$ cat config.mk
export PLATFORM = sky130hd
export DESIGN_NAME = regfile_dump_reader
export DESIGN_NICKNAME = d
export VERILOG_FILES = /design/src/rtl/regfile_dump_reader.sv
export SDC_FILE = /design/constraint.sdc
export NUM_CORES = 1
export LEC_CHECK = 0
export BUFFER_PORTS_ARGS = -buffer_cell sky130_fd_sc_hd__buf_2
export CAP_MARGIN = 10
export CORE_ASPECT_RATIO = 1.1
export CORE_MARGIN = 2
export CORE_UTILIZATION = 40
export DETAILED_ROUTE_END_ITERATION = 7
export PLACE_DENSITY = 0.74
export SLEW_MARGIN = 10
export SYNTH_ARGS = -nofsm -noshare
export SYNTH_HDL_FRONTEND = slang
export SYNTH_SLANG_ARGS = --single-unit
$ cat constraint.sdc
create_clock -name clk -period 4.8 [get_ports clk]
set_input_delay 0.24 -clock clk [delete_from_list [all_inputs] [get_ports clk]]
set_output_delay 0.24 -clock clk [all_outputs]
set_load 0.01 [all_outputs]
$ cat src/rtl/regfile_dump_reader.sv
// Debug read-side initiator: streams every architectural register out of the regfile, two per read.
// Optional feature macro: DUMP_CHECKSUM_EN appends an XOR checksum beat after the last register.
module regfile_dump_reader #(
   parameter int unsigned NUM_REGS = 32,
   parameter int unsigned ADDR_W   = 5,
   parameter int unsigned DATA_W   = 32
) (
   input  logic              clk,
   input  logic              rst_n,
   input  logic              start,
   output logic [ADDR_W-1:0] rs1_addr,
   output logic [ADDR_W-1:0] rs2_addr,
   input  logic [DATA_W-1:0] rs1_data,
   input  logic [DATA_W-1:0] rs2_data,
   output logic              busy,
   output logic              dump_valid,
   input  logic              dump_ready,
   output logic [DATA_W-1:0] dump_data,
   output logic [ADDR_W-1:0] dump_idx,
   output logic              dump_last,
   output logic              dump_is_csum
);

   localparam int unsigned PAIR_W = ADDR_W - 1;
   localparam logic [PAIR_W-1:0] LAST_PAIR = PAIR_W'(NUM_REGS / 2 - 1);

   typedef enum logic [1:0] {
      S_IDLE  = 2'd0,
      S_READ  = 2'd1,
      S_DRAIN = 2'd2
`ifdef DUMP_CHECKSUM_EN
      , S_CSUM = 2'd3
`endif
   } state_t;

   state_t            state_q, state_d;
   logic [PAIR_W-1:0] pair_q;
   logic [1:0]        count_q;
   logic [DATA_W-1:0] head_data_q, tail_data_q;
   logic [ADDR_W-1:0] head_idx_q, tail_idx_q;
   logic              head_last_q, tail_last_q;
   logic              start_c, pop_c, capture_c, drained_c;
`ifdef DUMP_CHECKSUM_EN
   logic [DATA_W-1:0] csum_q;
   logic              head_csum_q;
`endif

   // State register
   always_ff @(posedge clk or negedge rst_n) begin
      if (!rst_n) state_q <= S_IDLE;
      else        state_q <= state_d;
   end

   // Next state and datapath strobes; a capture refills both FIFO slots at once
   always_comb begin
      state_d   = state_q;
      start_c   = 1'b0;
      capture_c = 1'b0;
      pop_c     = (count_q != 2'd0) && dump_ready;
      drained_c = (count_q == 2'd0) || ((count_q == 2'd1) && pop_c);
      case (state_q)
         S_IDLE: begin
            if (start) begin
               start_c = 1'b1;
               state_d = S_READ;
            end
         end
         S_READ: begin
            capture_c = (count_q == 2'd0) || ((count_q == 2'd1) && pop_c);
            if (capture_c && (pair_q == LAST_PAIR)) state_d = S_DRAIN;
         end
         S_DRAIN: begin
`ifdef DUMP_CHECKSUM_EN
            if (drained_c) state_d = S_CSUM;
`else
            if (drained_c) state_d = S_IDLE;
`endif
         end
`ifdef DUMP_CHECKSUM_EN
         S_CSUM: begin
            if (dump_ready) state_d = S_IDLE;
         end
`endif
         default: state_d = S_IDLE;
      endcase
   end

   // Pair counter and 2-entry output FIFO (head/tail shift pair)
   always_ff @(posedge clk or negedge rst_n) begin
      if (!rst_n) begin
         pair_q      <= '0;
         count_q     <= 2'd0;
         head_data_q <= '0;
         tail_data_q <= '0;
         head_idx_q  <= '0;
         tail_idx_q  <= '0;
         head_last_q <= 1'b0;
         tail_last_q <= 1'b0;
      end else begin
         if (start_c) pair_q <= '0;
         if (capture_c) begin
            head_data_q <= rs1_data;
            tail_data_q <= rs2_data;
            head_idx_q  <= {pair_q, 1'b0};
            tail_idx_q  <= {pair_q, 1'b1};
            head_last_q <= 1'b0;
`ifdef DUMP_CHECKSUM_EN
            tail_last_q <= 1'b0;
`else
            tail_last_q <= (pair_q == LAST_PAIR);
`endif
            count_q     <= 2'd2;
            pair_q      <= pair_q + PAIR_W'(1);
         end else if (pop_c) begin
            head_data_q <= tail_data_q;
            head_idx_q  <= tail_idx_q;
            head_last_q <= tail_last_q;
            count_q     <= count_q - 2'd1;
         end
`ifdef DUMP_CHECKSUM_EN
         // The checksum beat is loaded into the head slot, overriding any same-edge shift
         if ((state_q == S_DRAIN) && (state_d == S_CSUM)) begin
            head_data_q <= csum_q;
            head_idx_q  <= '0;
            head_last_q <= 1'b1;
         end else if ((state_q == S_CSUM) && dump_ready) begin
            head_last_q <= 1'b0;
         end
`endif
      end
   end

`ifdef DUMP_CHECKSUM_EN
   // Running XOR of every pushed word, plus the head checksum flag
   always_ff @(posedge clk or negedge rst_n) begin
      if (!rst_n) begin
         csum_q      <= '0;
         head_csum_q <= 1'b0;
      end else begin
         if (start_c)        csum_q <= '0;
         else if (capture_c) csum_q <= csum_q ^ rs1_data ^ rs2_data;
         if ((state_q == S_DRAIN) && (state_d == S_CSUM))  head_csum_q <= 1'b1;
         else if ((state_q == S_CSUM) && dump_ready)       head_csum_q <= 1'b0;
      end
   end

   assign dump_valid   = (count_q != 2'd0) || (state_q == S_CSUM);
   assign dump_is_csum = head_csum_q;
`else
   assign dump_valid   = (count_q != 2'd0);
   assign dump_is_csum = 1'b0;
`endif

   assign busy      = (state_q != S_IDLE);
   assign rs1_addr  = (state_q == S_READ) ? {pair_q, 1'b0} : '0;
   assign rs2_addr  = (state_q == S_READ) ? {pair_q, 1'b1} : '0;
   assign dump_data = head_data_q;
   assign dump_idx  = head_idx_q;
   assign dump_last = head_last_q;

endmodule

Word-level counts from Yosys, hierarchy flattened
Index checks and enable logic that the tools add are counted.
Widths: inputs -> output; s select.
{"block": "word_totals", "regBits": 84, "output_inout_bits": 51, "elab_cells": 48}
{"block": "op_classes", "add_sub_neg": 2, "n_eq_ne": 7, "n_mux": 19, "n_reduce_logical": 11}
{"op": "$mux 32", "n": 2}
{"op": "$mux 5", "n": 4}
{"op": "$mux 2", "n": 5}
{"op": "$mux 4", "n": 2}
{"op": "$reduce_bool 2->1", "n": 4}
{"op": "$ne 2x2->1 const B", "n": 3}
{"op": "$pmux 2 s3", "n": 1}
{"op": "$mux 1", "n": 5}
{"op": "$add 4x1->4 const B", "n": 1}
{"op": "$eq 2x1->1 const B", "n": 2}
{"op": "$eq 4x4->1 const B", "n": 1}
{"op": "$logic_not 2->1", "n": 2}
{"op": "$logic_and 1x1->1", "n": 3}
{"op": "$reduce_and 3->1", "n": 1}
{"op": "$eq 2x2->1 const B", "n": 1}
{"op": "$sub 2x1->2 const B", "n": 1}
{"op": "$logic_or 1x1->1", "n": 1}

Depth between registers and ports, before layout
Gate-level depths: netlist (run 1).
{"block": "depth", "ltp_word": 7, "ltp_mapped": 7}

Worst setup path after synthesis (run 1)
OpenSTA, ideal clock, no wires.
{"block": "synth_timing", "path_type": "reg-to-reg", "from": "reg count_q[0]", "to": "reg head_data_q[28], in the netlist dump_data[28]", "setup_ns": 0.127, "t_arrival_ns": 1.389, "setup_slack_ns": 3.284, "stages_incl_launch_ff": 8, "path_cell_list": "dfrtp_1 > inv_1 > ha_1 > a21o_1 > buf_4 > buf_4 > a32oi_1 > a2bb2oi_1"}
{"block": "synth_between", "elab_chain_len": 6, "elab_cells_between_ends": 9}
{"element": "start: declaration", "line_no": "38", "rtl": "logic [1:0] count_q;"}
{"element": "start signal: assignment", "line_no": "118", "rtl": "count_q <= count_q - 2'd1;"}
{"element": "$reduce_bool 2->1", "line_no": "59", "rtl": "pop_c = (count_q != 2'd0) && dump_ready;"}
{"element": "$logic_and 1x1->1", "line_no": "59"}
{"element": "$logic_and 1x1->1", "line_no": "69", "rtl": "capture_c = (count_q == 2'd0) || ((count_q == 2'd1) && pop_c);"}
{"element": "$logic_or 1x1->1", "line_no": "69"}
{"element": "$mux 1", "line_no": "61", "rtl": "case (state_q)"}
{"element": "$mux 32 / $reduce_bool 2->1 (equally long branches)"}
{"element": "end signal: assignment", "line_no": "102", "rtl": "head_data_q <= rs1_data;"}
{"element": "end signal: assignment", "line_no": "115", "rtl": "head_data_q <= tail_data_q;"}
{"element": "end: declaration", "line_no": "39", "rtl": "logic [DATA_W-1:0] head_data_q, tail_data_q;"}
Parallel ways exist; a longest one is shown, timed or not.
A chain may end at the register's enable or synchronous reset.

Worst setup path in the final report (run 1)
{"block": "layout_timing", "from": "reg count_q[0]", "to": "reg head_last_q, in the netlist dump_last"}
{"block": "layout_between", "elab_chain_len": 6, "elab_cells_between_ends": 9}
{"element": "$reduce_bool 2->1", "line_no": "59"}
{"element": "$logic_and 1x1->1", "line_no": "59"}
{"element": "$logic_and 1x1->1", "line_no": "69"}
{"element": "$logic_or 1x1->1", "line_no": "69"}
{"element": "$mux 1", "line_no": "61"}
{"element": "$mux 1 / $reduce_bool 2->1 (equally long branches)"}
{"element": "end signal: assignment", "line_no": "117", "rtl": "head_last_q <= tail_last_q;"}
{"element": "end: declaration", "line_no": "41", "rtl": "logic head_last_q, tail_last_q;"}
Parallel ways exist; a longest one is shown, timed or not.

==> impl_metrics.xml, run 1 <==
<?xml version="1.0" encoding="UTF-8"?>
<metrics>
  <group name="sta">
    <metric name="worst_pin_slew" unit="ps">1040</metric>
    <metric name="finalClockSkew" unit="ps">10.3</metric>
    <metric name="grt_setup_unrepaired" unit="">no</metric>
    <metric name="max_slew_margin" unit="">0.304</metric>
    <metric name="final_period_utilization" unit="">0.606</metric>
    <metric name="setup_tns" unit="ps">0</metric>
    <metric name="finalMaxSlewViolations" unit="">0</metric>
    <metric name="min_tclk_post_route" unit="ps">2910</metric>
    <metric name="timing.final.hold_violations" unit="">0</metric>
    <metric name="maxClockFrequency" unit="MHz">344</metric>
    <metric name="setup_viol" unit="">0</metric>
  </group>
  <group name="finish">
    <metric name="finish.utilization" unit="">0.484</metric>
    <metric name="seqCellArea" unit="mm²">0.00210</metric>
    <metric name="multi_input_combinational_cell_area" unit="mm²">0.00148</metric>
    <metric name="area.growth.synth_to_final" unit="%">17.5</metric>
    <metric name="fillCellCount" unit="">911</metric>
    <metric name="design.final.nets" unit="">518</metric>
    <metric name="layout_cell_share_with_drive_strength_beyond_1" unit="">0.322</metric>
  </group>
  <group name="floorplan">
    <metric name="floorplan.core_area" unit="mm²">0.00940</metric>
    <metric name="boundaryPins" unit="">119</metric>
    <metric name="std_cell_rows" unit="">37</metric>
    <metric name="die-area" unit="mm²">0.0105</metric>
    <metric name="floorplan.initialDensity" unit="">0.411</metric>
    <metric name="fp.dieW" unit="µm">97.7</metric>
    <metric name="floorplan.die.height" unit="µm">107</metric>
  </group>
  <group name="critical_path">
    <metric name="setup.worst_path.end_class" unit="">flip-flop</metric>
    <metric name="cp.required" unit="ps">5040</metric>
    <metric name="timing.setup.critical_path_class" unit="">flip-flop to flip-flop</metric>
    <metric name="ordered_list_of_cells_on_the_worst_path" unit="">inv_1, ha_1, nand2b_2, nand2_2, a31o_2</metric>
    <metric name="worstSetupStartpointType" unit="">flip-flop</metric>
    <metric name="cp.arrival" unit="ps">3150</metric>
    <metric name="worst-path-max-fanout" unit="">40</metric>
    <metric name="worst_path_largest_cell_delay" unit="ps">800</metric>
    <metric name="crit_slowest_cell" unit="">sky130_fd_sc_hd__nand2b_2</metric>
  </group>
  <group name="placed_design">
    <metric name="detailed_place_hpwl" unit="µm">5930</metric>
    <metric name="port-buffer-count" unit="">116</metric>
    <metric name="finalWeightedCongestion" unit="">0.742</metric>
  </group>
  <group name="synthesis">
    <metric name="number_of_synthesized_flops_with_an_enable_pin" unit="">0</metric>
    <metric name="post-synth-top-area-fraction" unit="">0.544</metric>
    <metric name="number_of_different_library_cells_in_the_post_synthesis_netlist" unit="">42</metric>
    <metric name="synth_area_leaders" unit="">sky130_fd_sc_hd__dfrtp_1, sky130_fd_sc_hd__a2bb2oi_1, sky130_fd_sc_hd__a32oi_1, sky130_fd_sc_hd__nand3_1, sky130_fd_sc_hd__o21ai_0</metric>
    <metric name="synth-seq-cells" unit="">84</metric>
    <metric name="synthesis.yosys.warnings" unit="">0</metric>
    <metric name="mappedNetlistArea" unit="mm²">0.00387</metric>
    <metric name="yosysTopAreaCell" unit="">sky130_fd_sc_hd__dfrtp_1</metric>
    <metric name="syn-instance-count" unit="">359</metric>
    <metric name="avgSynthCellArea" unit="µm²">10.8</metric>
    <metric name="synth_sequential_area_ratio" unit="">0.544</metric>
    <metric name="dominantRegCellSynth" unit="">sky130_fd_sc_hd__dfrtp_1</metric>
    <metric name="postSynth.asyncResetShare" unit="">1.00</metric>
  </group>
  <group name="power_and_ir_drop">
    <metric name="powerDensity" unit="mW/mm²">703</metric>
    <metric name="ir_drop" unit="mV">0.279</metric>
    <metric name="p_leak" unit="nW">2.20</metric>
  </group>
  <group name="cts">
    <metric name="clock_path_buffers" unit="">2</metric>
    <metric name="cts_hold_buffers" unit="">0</metric>
    <metric name="cts_tree" unit="">done</metric>
    <metric name="postCtsResizedCells" unit="">0</metric>
    <metric name="worstSkewPairLatency" unit="ps">350</metric>
    <metric name="cts_max_level" unit="">3</metric>
    <metric name="ctsRootBufferMaster" unit="">sky130_fd_sc_hd__clkbuf_8</metric>
    <metric name="cts.reportedPaths.clkPinSlew" unit="ps">80</metric>
    <metric name="clock_sink_count" unit="">84</metric>
    <metric name="cts_post_setup_buffers_inserted" unit="">0</metric>
    <metric name="cts_buffers" unit="">9</metric>
  </group>
  <group name="routing">
    <metric name="drt-pass1-iter-count" unit="">4</metric>
    <metric name="routed-via-count" unit="">3295</metric>
    <metric name="route.detailed.vias_per_inst" unit="">5.79</metric>
    <metric name="route.final.wire_length" unit="µm">9830</metric>
    <metric name="route.detailed.drc" unit="">0</metric>
    <metric name="antenna_left" unit="">0</metric>
    <metric name="avgRoutedWirePerCell" unit="µm">17.3</metric>
    <metric name="drt_iter0_drcs" unit="">239</metric>
  </group>
  <group name="global_route">
    <metric name="first_global_vias" unit="">3204</metric>
    <metric name="grt.overflow.total" unit="">0</metric>
    <metric name="grt_pass1_wl" unit="µm">16200</metric>
    <metric name="gr-usage-all-layers" unit="">0.191</metric>
    <metric name="pin_count_of_the_biggest_net_entering_global_routing" unit="">85</metric>
    <metric name="antenna_violations_before_repair" unit="">0</metric>
  </group>
  <group name="job">
    <metric name="max_cap_violations" unit="">0</metric>
  </group>
  <group name="hold_path">
    <metric name="hp-class" unit="">input pin to asynchronous set/reset pin</metric>
  </group>
  <group name="outcome">
    <metric name="status" unit="">completed</metric>
  </group>
</metrics>
[state kept, by name, summed over array words and instances, names as in the netlist]
signal / flops
count_q: 2
state_q: 2
tail_data_q: 32
dump_data: 32
tail_last_q: 1
dump_last: 1
dump_idx: 5
pair_q: 4
tail_idx_q: 5
[critical path, delay by kind of cell, from the launching register on]
| kind | cells | cell delay [ps] |
|---|---|---|
| fa+ha+maj | 1 | 300 |
| buf+inv | 1 | 90 |
| compound gates | 1 | 470 |
| flops | 1 | 390 |
| simple gates | 2 | 1510 |
[area by class of cell]
| type | count | area share |
|---|---|---|
| repair buffers | 119 | 0.133 |
| clock inverters | 5 | 0.0116 |
| diodes | 1 | 0.000551 |
| inverters | 4 | 0.00330 |
| well taps | 117 | 0.0322 |
| clock buffers | 10 | 0.0303 |
| multi-input cells | 229 | 0.326 |
| flip-flops and latches | 84 | 0.463 |
[per-layer routing]
layer | share of wire | vias up | track usage | wire length, µm
li1 | - | 1506 | - | -
met1 | 0.44 | 1636 | 0.271 | 4360
met2 | 0.47 | 143 | 0.298 | 4610
met3 | 0.079 | 10 | 0.0469 | 778
met4 | 0.0093 | 0 | 0.0476 | 91
met5 | 0 | - | 0 | 0
[final timing paths]
kind,start,to,slack (ps),depth (start not counted)
worst max-delay path,count_q[0]$_DFFE_PN0P_,dump_last$_DFFE_PN0P_,1890,5
worst min-delay path,rst_n,dump_data[28]$_DFFE_PN0P_,50,1
worst max register to register,count_q[0]$_DFFE_PN0P_,dump_last$_DFFE_PN0P_,1890,5
worst min register to register,tail_data_q[22]$_DFFE_PN0P_,tail_data_q[22]$_DFFE_PN0P_,490,2
max in group asynchronous,rst_n,tail_data_q[3]$_DFFE_PN0P_,4060,1
min in group clk,rs2_data[7],tail_data_q[7]$_DFFE_PN0P_,110,3
[metrics by stage]
| stage | total power, mW | cell area, µm² | cells | hold WS, ps | setup WS, ps |
|---|---|---|---|---|---|
| global placement | 2.66 | 4350 | 553 | 459 | 2000 |
| floorplan | 2.31 | 3870 | 360 | -55.6 | 3280 |
| CTS | 3.22 | 4540 | 568 | 104 | 1920 |
| global route | 3.45 | 4540 | 568 | 101 | 1700 |
| detailed placement | 2.72 | 4350 | 553 | 469 | 1920 |
| finish | 3.19 | 4540 | 569 | 45.1 | 1890 |
[cells in the mapped netlist (all sizes together) (2+ instances only)]
cell type  number
a21oi           3
a22o            2
a22oi           2
a2bb2oi        36
a32oi          36
and2            5
buf            32
clkbuf         11
dfrtp          84
ha              3
inv             4
nand2          42
nand2b          3
nand3          43
nand3b          2
o21ai          37
[cells by family (layout without fill, tap and decap cells)]
group / count (synthesis) / in the layout / synth area share
flip-flops: 84 / 84 / 0.544
other: 1 / 3 / 0.000970
AO/OA/AOI/OAI: 121 / 121 / 0.238
AND/OR/NAND/NOR: 102 / 102 / 0.131
multiplexers: 1 / 1 / 0.00291
adder cells (fa/ha/maj): 3 / 3 / 0.00971
buffers and inverters: 47 / 138 / 0.0741
[where the power goes]
group	switching (mW)	total, mW	internal (mW)
combinational	0.861	1.48	0.619
clock	0.244	0.493	0.249
sequential	0.170	1.22	1.05
[cells in the final DEF (no fill, tap or decap), types with 2 or more instances in the layout]
cell type,synthesis,layout
sky130_fd_sc_hd__nand3_1,43,43
sky130_fd_sc_hd__clkinv_2,0,3
sky130_fd_sc_hd__o21ai_0,33,33
sky130_fd_sc_hd__buf_2,17,115
sky130_fd_sc_hd__ha_1,3,3
sky130_fd_sc_hd__nand2_1,41,41
sky130_fd_sc_hd__a2bb2oi_1,36,36
sky130_fd_sc_hd__o21ai_1,4,4
sky130_fd_sc_hd__a32oi_1,36,36
sky130_fd_sc_hd__a22o_1,2,2
sky130_fd_sc_hd__a21oi_1,2,2
sky130_fd_sc_hd__clkbuf_8,1,10
sky130_fd_sc_hd__and2_1,5,5
sky130_fd_sc_hd__buf_4,10,4
sky130_fd_sc_hd__dfrtp_1,84,84
sky130_fd_sc_hd__conb_1,1,2
sky130_fd_sc_hd__inv_1,3,3
No activity file was read; power rests on OpenSTA's default activity.
==> inputs of run 2 (changes only) <==
clock period = 2.71 ns   (was 4.8 ns; I/O delays follow)
==> impl_metrics.xml, run 2 (synthesis results as in run 1) <==
<?xml version="1.0" encoding="UTF-8"?>
<metrics>
  <group name="floorplan">
    <metric name="fp.dieW" unit="µm">97.7</metric>
    <metric name="floorplan.die.height" unit="µm">107</metric>
    <metric name="die-area" unit="mm²">0.0105</metric>
    <metric name="boundaryPins" unit="">119</metric>
    <metric name="floorplan.initialDensity" unit="">0.411</metric>
    <metric name="std_cell_rows" unit="">37</metric>
    <metric name="floorplan.core_area" unit="mm²">0.00940</metric>
  </group>
  <group name="sta">
    <metric name="worst_pin_slew" unit="ps">1030</metric>
    <metric name="max_slew_margin" unit="">0.312</metric>
    <metric name="timing.final.hold_violations" unit="">64</metric>
    <metric name="finalMaxSlewViolations" unit="">0</metric>
    <metric name="setup_tns" unit="ps">0</metric>
    <metric name="fin_worst_hold_slack" unit="ps">-53.8</metric>
    <metric name="grt_setup_unrepaired" unit="">no</metric>
    <metric name="maxClockFrequency" unit="MHz">452</metric>
    <metric name="finalClockSkew" unit="ps">8.83</metric>
    <metric name="final_period_utilization" unit="">0.816</metric>
    <metric name="setup_viol" unit="">0</metric>
    <metric name="min_tclk_post_route" unit="ps">2210</metric>
  </group>
  <group name="power_and_ir_drop">
    <metric name="ir_drop" unit="mV">0.466</metric>
    <metric name="switching_share" unit="">0.394</metric>
    <metric name="powerDensity" unit="mW/mm²">1240</metric>
    <metric name="internal_power" unit="mW">3.53</metric>
    <metric name="combinationalPowerShare" unit="">0.460</metric>
    <metric name="share_of_power_burned_in_registers" unit="">0.371</metric>
    <metric name="p_leak" unit="nW">2.27</metric>
    <metric name="clock_power_share" unit="">0.169</metric>
    <metric name="power.net_switching" unit="mW">2.30</metric>
  </group>
  <group name="critical_path">
    <metric name="reg2regPathDepth" unit="">6</metric>
    <metric name="setup.worst_path.end_class" unit="">output pin</metric>
    <metric name="regToRegEndpoint" unit="">dump_data[20]$_DFFE_PN0P_</metric>
    <metric name="reg_to_reg_critical_path_startpoint" unit="">count_q[0]$_DFFE_PN0P_</metric>
    <metric name="cp.arrival" unit="ps">2080</metric>
    <metric name="worst-r2r-setup-slack" unit="ps">590</metric>
    <metric name="worst-path-max-fanout" unit="">27</metric>
    <metric name="worstSetupStartpointType" unit="">flip-flop</metric>
    <metric name="cp.required" unit="ps">2570</metric>
    <metric name="timing.setup.critical_path_class" unit="">flip-flop to output pin</metric>
  </group>
  <group name="job">
    <metric name="max_cap_violations" unit="">0</metric>
  </group>
  <group name="outcome">
    <metric name="failed_checks" unit="">negative hold slack</metric>
    <metric name="status" unit="">complete, but fails checks</metric>
  </group>
  <group name="global_route">
    <metric name="gr-usage-all-layers" unit="">0.190</metric>
    <metric name="grt_pass1_wl" unit="µm">16000</metric>
    <metric name="antenna_violations_before_repair" unit="">0</metric>
    <metric name="grt.overflow.total" unit="">0</metric>
    <metric name="pin_count_of_the_biggest_net_entering_global_routing" unit="">85</metric>
    <metric name="first_global_vias" unit="">3239</metric>
  </group>
  <group name="routing">
    <metric name="routed-via-count" unit="">3277</metric>
    <metric name="route.final.wire_length" unit="µm">9780</metric>
    <metric name="antenna_left" unit="">0</metric>
    <metric name="drt_iter0_drcs" unit="">164</metric>
    <metric name="route.detailed.vias_per_inst" unit="">5.62</metric>
    <metric name="route.detailed.drc" unit="">0</metric>
    <metric name="drt-pass1-iter-count" unit="">5</metric>
    <metric name="avgRoutedWirePerCell" unit="µm">16.8</metric>
  </group>
  <group name="placed_design">
    <metric name="finalWeightedCongestion" unit="">0.766</metric>
    <metric name="detailed_place_hpwl" unit="µm">6350</metric>
    <metric name="port-buffer-count" unit="">116</metric>
  </group>
  <group name="finish">
    <metric name="most-common-layout-cells" unit="">sky130_fd_sc_hd__buf_2, sky130_fd_sc_hd__dfrtp_1, sky130_fd_sc_hd__nand3_1</metric>
    <metric name="finish.utilization" unit="">0.500</metric>
    <metric name="fillCellCount" unit="">877</metric>
    <metric name="design.final.nets" unit="">532</metric>
    <metric name="area.growth.synth_to_final" unit="%">21.5</metric>
    <metric name="layout_cell_share_with_drive_strength_beyond_1" unit="">0.330</metric>
    <metric name="leading_cell_type_in_the_layout_fill_and_taps_excluded" unit="">sky130_fd_sc_hd__buf_2</metric>
    <metric name="n_antenna_cell" unit="">0</metric>
  </group>
  <group name="cts">
    <metric name="clock_sink_count" unit="">84</metric>
    <metric name="cts_post_setup_buffers_inserted" unit="">0</metric>
    <metric name="cts_tree" unit="">done</metric>
    <metric name="ctsRootBufferMaster" unit="">sky130_fd_sc_hd__clkbuf_8</metric>
    <metric name="clock_path_buffers" unit="">2</metric>
    <metric name="worstSkewPairLatency" unit="ps">350</metric>
    <metric name="cts_max_level" unit="">3</metric>
    <metric name="cts_buffers" unit="">9</metric>
    <metric name="cts.reportedPaths.clkPinSlew" unit="ps">80</metric>
  </group>
  <group name="hold_path">
    <metric name="hp-class" unit="">input pin to asynchronous set/reset pin</metric>
  </group>
</metrics>
run 2: stage by stage:
step / hold slack [ps] / instance area (µm²) / setup WS, ps / power, mW / instances
finish: -53.8 / 4700 / 498 / 5.83 / 583
global route: 2.98 / 4700 / 330 / 6.28 / 583
CTS: 1.17 / 4700 / 496 / 5.87 / 583
detailed placement: 364 / 4410 / 627 / 4.87 / 561
global placement: 366 / 4410 / 744 / 4.76 / 561
floorplan: -160 / 3870 / 1190 / 4.09 / 360
run 2: final cells by class:
type                    instances  area, µm²  area share
inverters                       4       15.0     0.00320
multi-input cells             229       1480       0.316
clock buffers                   9        124      0.0264
repair buffers                133        726       0.155
clock inverters                 7        100      0.0213
flip-flops and latches         84       2100       0.448
well taps                     117        146      0.0312
run 2: power groups by stage:
stage,clock [mW],combinational (mW),sequential [mW]
finish,0.984,2.68,2.16
global route,1.06,2.98,2.23
CTS,1.01,2.70,2.16
detailed placement,0,2.70,2.17
global placement,0,2.60,2.15
floorplan,0,1.85,2.24
run 2: what timing repair did:
item | 4_1_cts | 5_1_grt
hold endpoints to repair | 6 | 0
resized for setup | 0 | 0
hold buffers | 6 | 0
run 2: worst max path at each step:
stage                                 startpoint                         to  slack (ps)  cells past startpoint
after floorplan           count_q[0]$_DFFE_PN0P_  dump_data[28]$_DFFE_PN0P_        1190                      7
after global placement    count_q[0]$_DFFE_PN0P_  dump_data[21]$_DFFE_PN0P_         740                      6
after detailed placement  count_q[0]$_DFFE_PN0P_  dump_data[20]$_DFFE_PN0P_         630                      6
after CTS                 state_q[0]$_DFFE_PN0P_                rs2_addr[2]         500                      5
after global routing      state_q[0]$_DFFE_PN0P_                rs2_addr[3]         330                      5
final                     state_q[0]$_DFFE_PN0P_                rs1_addr[3]         500                      5
run 2: layer usage:
layer  share of wire  vias up  track usage
li1                -     1541            -
met1            0.45     1592        0.271
met2            0.48      133        0.298
met3           0.063       11       0.0332
met4           0.012        0       0.0585
met5               0        -            0
run 2: worst max-delay path: stages, from the launching register on:
cell,delay (ps)
sky130_fd_sc_hd__dfrtp_1,600
sky130_fd_sc_hd__nand2b_4,80
sky130_fd_sc_hd__inv_2,340
sky130_fd_sc_hd__buf_4,360
sky130_fd_sc_hd__and2_1,200
sky130_fd_sc_hd__buf_2,130
